===== src/rtl/johnson_phase_monitor.sv =====
// johnson_phase_monitor: decodes a Johnson counter state into phase index/one-hot,
// flags illegal codes and out-of-order steps, and counts completed revolutions.
module johnson_phase_monitor #(
  parameter int WIDTH = 4,
  parameter int PH_W  = 3,
  parameter int REV_W = 8
) (
  input  logic               clk,
  input  logic               rst,
  input  logic               jc_vld,
  input  logic [WIDTH-1:0]   jc_in,
  input  logic               clr_err,
  output logic [PH_W-1:0]    phase,
  output logic [2*WIDTH-1:0] phase_oh,
  output logic               ph_vld,
  output logic               rev_tick,
  output logic [REV_W-1:0]   rev_cnt,
  output logic               illegal,
  output logic               seq_err,
  output logic [1:0]         err_sticky
);
  localparam int N = 2 * WIDTH;
  localparam logic [PH_W-1:0] LAST = PH_W'(N - 1);
  logic [PH_W-1:0]  phase_q, phase_d, pop, ph_new, succ;
  logic [N-1:0]     oh_q, oh_d;
  logic             vld_q, vld_d, tick_q, tick_d, ill_q, ill_d, seq_q, seq_d;
  logic [REV_W-1:0] rev_q, rev_d;
  logic [1:0]       sticky_q, sticky_d;
  logic             th_hi, th_lo, legal;
  always_comb begin
    pop   = '0;
    th_hi = 1'b1;
    th_lo = 1'b1;
    for (int i = 0; i < WIDTH; i++) pop = pop + PH_W'(jc_in[i]);
    for (int i = 0; i < WIDTH - 1; i++) begin
      th_hi = th_hi & (~jc_in[i] | jc_in[i+1]);
      th_lo = th_lo & (~jc_in[i+1] | jc_in[i]);
    end
    legal  = th_hi | th_lo;
    ph_new = (jc_in[WIDTH-1] || !(|jc_in)) ? pop : PH_W'(N - int'(pop));
    succ   = (phase_q == LAST) ? '0 : phase_q + PH_W'(1);
  end
  // ph_vld doubles as the sync flag: both are set by legal and cleared by illegal samples
  always_comb begin
    phase_d = phase_q;
    vld_d   = vld_q;
    rev_d   = rev_q;
    tick_d  = 1'b0;
    ill_d   = 1'b0;
    seq_d   = 1'b0;
    if (jc_vld && !legal) begin
      ill_d = 1'b1;
      vld_d = 1'b0;
    end else if (jc_vld) begin
      phase_d = ph_new;
      vld_d   = 1'b1;
      seq_d   = vld_q && (ph_new != succ);
      tick_d  = vld_q && (ph_new == succ) && (phase_q == LAST);
      rev_d   = rev_q + REV_W'(tick_d);
    end
    sticky_d = (clr_err ? 2'b00 : sticky_q) | {seq_d, ill_d};
    oh_d     = vld_d ? (N'(1) << phase_d) : '0;
  end
  always_ff @(posedge clk or negedge rst) begin
    if (!rst) begin
      phase_q  <= '0;
      oh_q     <= '0;
      vld_q    <= 1'b0;
      tick_q   <= 1'b0;
      ill_q    <= 1'b0;
      seq_q    <= 1'b0;
      rev_q    <= '0;
      sticky_q <= 2'b00;
    end else begin
      phase_q  <= phase_d;
      oh_q     <= oh_d;
      vld_q    <= vld_d;
      tick_q   <= tick_d;
      ill_q    <= ill_d;
      seq_q    <= seq_d;
      rev_q    <= rev_d;
      sticky_q <= sticky_d;
    end
  end
  assign phase      = phase_q;
  assign phase_oh   = oh_q;
  assign ph_vld     = vld_q;
  assign rev_tick   = tick_q;
  assign rev_cnt    = rev_q;
  assign illegal    = ill_q;
  assign seq_err    = seq_q;
  assign err_sticky = sticky_q;
endmodule


===== config.mk =====
export PLATFORM = sky130hd
export DESIGN_NAME = johnson_phase_monitor
export DESIGN_NICKNAME = d
export VERILOG_FILES = /design/src/rtl/johnson_phase_monitor.sv
export SDC_FILE = /design/constraint.sdc
export NUM_CORES = 1
export LEC_CHECK = 0
export BUFFER_PORTS_ARGS = -buffer_cell sky130_fd_sc_hd__buf_2
export CAP_MARGIN = 15
export CELL_PAD_IN_SITES_DETAIL_PLACEMENT = 1
export CELL_PAD_IN_SITES_GLOBAL_PLACEMENT = 2
export CORE_MARGIN = 2
export CORE_UTILIZATION = 38
export CTS_BUF_LIST = sky130_fd_sc_hd__clkbuf_8
export CTS_CLUSTER_SIZE = 12
export DETAILED_ROUTE_END_ITERATION = 10
export GPL_ROUTABILITY_DRIVEN = 0
export HOLD_SLACK_MARGIN = 0.08
export PLACE_DENSITY = 0.9
export SKIP_LAST_GASP = 1
export SYNTH_ARGS = -nofsm -noshare
export SYNTH_HDL_FRONTEND = slang
export SYNTH_SLANG_ARGS = --single-unit

===== constraint.sdc =====
create_clock -name clk -period 6.4 [get_ports clk]
set_clock_uncertainty 0.15 [all_clocks]
set_input_delay 0.96 -clock clk [delete_from_list [all_inputs] [get_ports clk]]
set_output_delay 0.96 -clock clk [all_outputs]
set_load 0.01 [all_outputs]

==> reports/qor.yml <==
power_switching_w: 0.000159
insertion_delay_ps: 260
cts_buffers: 3
cp_max_fo: 8
outcome: "complete, no violations"
avgViaCountPerCell: 5.23
core-area_um2: 3390
final.min_clock_period_ps: 4300
cts_tree: "yes"
ant_nets: 0
peakVddDrop_v: 0.000153
drive_above_1_share_pct: 31.5
p_seq_share_pct: 41.8
fin_setup_tns_ps: 0
yosys.area.top_type: "dfrtp_1"
p_int_w: 0.000303
hold_viol_final: 0
cts-hold-fix-buffers: 0
crit_top_cell: "ha_1"
num_rows: 21
maxCapViolCount: 0
grt_overflow: 0
final_max_slew_viol_count: 0
clkTransAtPathRegs_ps: 90
portBuffers: 32
cp_num_buf_inv: 4
grt_usage_pct: 17.1
ios: 33
yosysSeqAreaShare_pct: 46.1
dp_hpwl_um: 2440
powerDensity_nw_per_um2: 288
cpPeakStageDelay_ps: 490
switching_share_pct: 34.4
synth_most_common_cell: "dfrtp_1"
multi_input_area_um2: 678
path_cells: "buf_2 > inv_1 > fa_1 > inv_1 > ha_1 > ha_1 > inv_1 > ha_1 > nand2b_1 > a211oi_1 > or3_1 > nor3_1 > ha_1 > and2_1 > nand4_1 > nor3_1 > xor2_1"
cpMaxStageDelayCell: "fa_1"
first_pass_iters: 4
wirelength_um: 3040
rsz0062_at_grt: "false"
tightestPinTransition_ps: 560
yosys.area.top_type_share_pct: 46.1
root_buffer: "clkbuf_8"
cts_sinks: 25
n_fill_cell: 389
cp.arrival_ps: 4350
postSynth.asyncResetShare_pct: 100
num_vias: 1019
ys_seq_elements: 25
crit_path_start_kind: "input pin"
dieArea_um2: 4070
timing.fmax_mhz: 233
p_leak_nw: 0.858
max_slew_margin_pct: 62.7
die_y_um: 63.8
area_growth_pct: 18.2
setup_ws_ps: 2100
antenna_found_initial: 0
hold_class: "reg -> reg"
crit_type: "in -> reg"
syn-cell-area_um2: 1360
final_cells: 195
final_nets: 167
postCtsResizedCells: 0
comb_power_share_pct: 38.3
synth_nets: 132
drc_errors: 0
avgSynthCellArea_um2: 11.8
worstPathRequired_ps: 6450
place_ws_ps: 1810
wl_per_cell_um: 15.6
rrSetupSlack_ps: 3560
regArea_um2: 626
syn-instance-count: 115
yosysWarnings: 0
n_antenna_cell: 0
fp.dieW_um: 63.8
clk_path_buf_depth: 2
min_period_over_period_pct: 67.2
synth_ff_type: "dfrtp_1"
floorplan.initialDensity_pct: 40.1
first_iter_violations: 14
grt_pass1_vias: 1138
grt_pass1_wl_um: 5460
fin_hold_ws_ps: 320
place_inst: 191
end_kind: "flip-flop"
synth_area_leaders: "dfrtp_1 (46%), ha_1 (7.4%), xnor2_1 (3.2%)"
clock_power_share_pct: 19.9
final-setup-viol-count: 0
synth_edf_count: 0
path_delay_family: "adder cells"
htreeDepth: 1
grt_max_degree: 26
synthTopCellsByCount: "dfrtp_1 (25), inv_1 (10), ha_1 (8), nand2_1 (8)"
ys_types: 39
cts_setup_buffers: 0
cell type report:
type / count / area share [%]
Clock inverter: 1 / 0.312
Timing Repair Buffer: 32 / 9.98
Tap cell: 46 / 3.59
Clock buffer: 3 / 2.57
Inverter: 10 / 2.34
Sequential cell: 25 / 39.0
Multi-Input combinational cell: 78 / 42.2
registers in the layout, summed over array words and instances (netlist names):
name and flops:
rev_tick 1, phase 3, ph_vld 1, seq_err 1, illegal 1, rev_cnt 8
phase_oh 8, err_sticky 2
worst reg2reg max path, cell delays in order (launching register included):
cell and delay, ps:
dfrtp_1 420, ha_1 220, ha_1 200, nor2_1 130, xnor2_1 90, or3_1 420
nor3_1 230, ha_1 220, and2_1 150, nand4_1 130, nor3_1 230, xor2_1 160
path summary, 6_finish.rpt:
kind / from / to / depth (start not counted)
setup / recovery: jc_in[3] / rev_cnt[7] / 17
hold / removal: rev_cnt[7] / rev_cnt[7] / 1
setup reg to reg: phase[0] / rev_cnt[7] / 11
hold reg to reg: rev_cnt[7] / rev_cnt[7] / 1
max in group asynchronous: rst / ph_vld / 1
min in group asynchronous: rst / rev_tick / 1
cell families (layout without fill, tap and decap cells):
kind of cell / Yosys count / after routing / synth area share (%)
compound gates: 15 / 15 / 10.7
xor+xnor: 8 / 8 / 6.27
fa+ha+maj: 9 / 9 / 8.85
buf+inv: 12 / 46 / 3.96
flops: 25 / 25 / 46.1
mux: 5 / 5 / 4.52
simple gates: 41 / 41 / 19.6
per-stage QoR:
| stage | area (µm²) | total power [W] | utilization, % |
|---|---|---|---|
| 4_1_cts | 1610 | 0.000470 | 47.4 |
| 6_report | 1610 | 0.000463 | 47.4 |
| 3_5_place_dp | 1560 | 0.000375 | 46.0 |
| 5_1_grt | 1610 | 0.000494 | 47.4 |
| 3_3_place_gp | 1560 | 0.000365 | 46.0 |
| 2_1_floorplan | 1360 | 0.000317 | - |
layout by cell type (no fill, tap or decap), types with 2 or more instances in the layout:
| master | count |
|---|---|
| a221oi_1 | 2 |
| buf_2 | 32 |
| nor2b_1 | 3 |
| nor4b_2 | 2 |
| a21o_1 | 2 |
| a31oi_4 | 2 |
| mux2i_1 | 2 |
| nor2_1 | 3 |
| nand2b_1 | 5 |
| mux2_4 | 2 |
| nor4_1 | 2 |
| nand3_1 | 2 |
| ha_1 | 8 |
| nand4_1 | 2 |
| nor3_1 | 3 |
| clkbuf_8 | 3 |
| nand2_1 | 8 |
| a22oi_1 | 2 |
| inv_1 | 10 |
| o21ai_0 | 2 |
| and2_1 | 2 |
| xor2_1 | 2 |
| and4bb_2 | 3 |
| dfrtp_1 | 25 |
| xnor2_1 | 5 |
power groups by stage:
stage | registers [W] | logic, W | clock network (W)
3_3_place_gp | 0.000196 | 0.000169 | 0
3_5_place_dp | 0.000197 | 0.000179 | 0
2_1_floorplan | 0.000205 | 0.000112 | 0
5_1_grt | 0.000197 | 0.000196 | 0.000100
6_report | 0.000193 | 0.000177 | 0.0000918
4_1_cts | 0.000194 | 0.000181 | 0.0000951
layer usage:
layer  global-route usage, %  share of wire [%]  wire length [µm]  vias up
met4                    3.26                1.2                35        0
met2                    31.2                 53              1600       25
li1                        -                  -                 -      478
met1                    20.1                 41              1250      512
met3                    4.93                4.8               146        4
met5                       0                  0                 0        -
No activity file was read; power rests on OpenSTA's default activity.
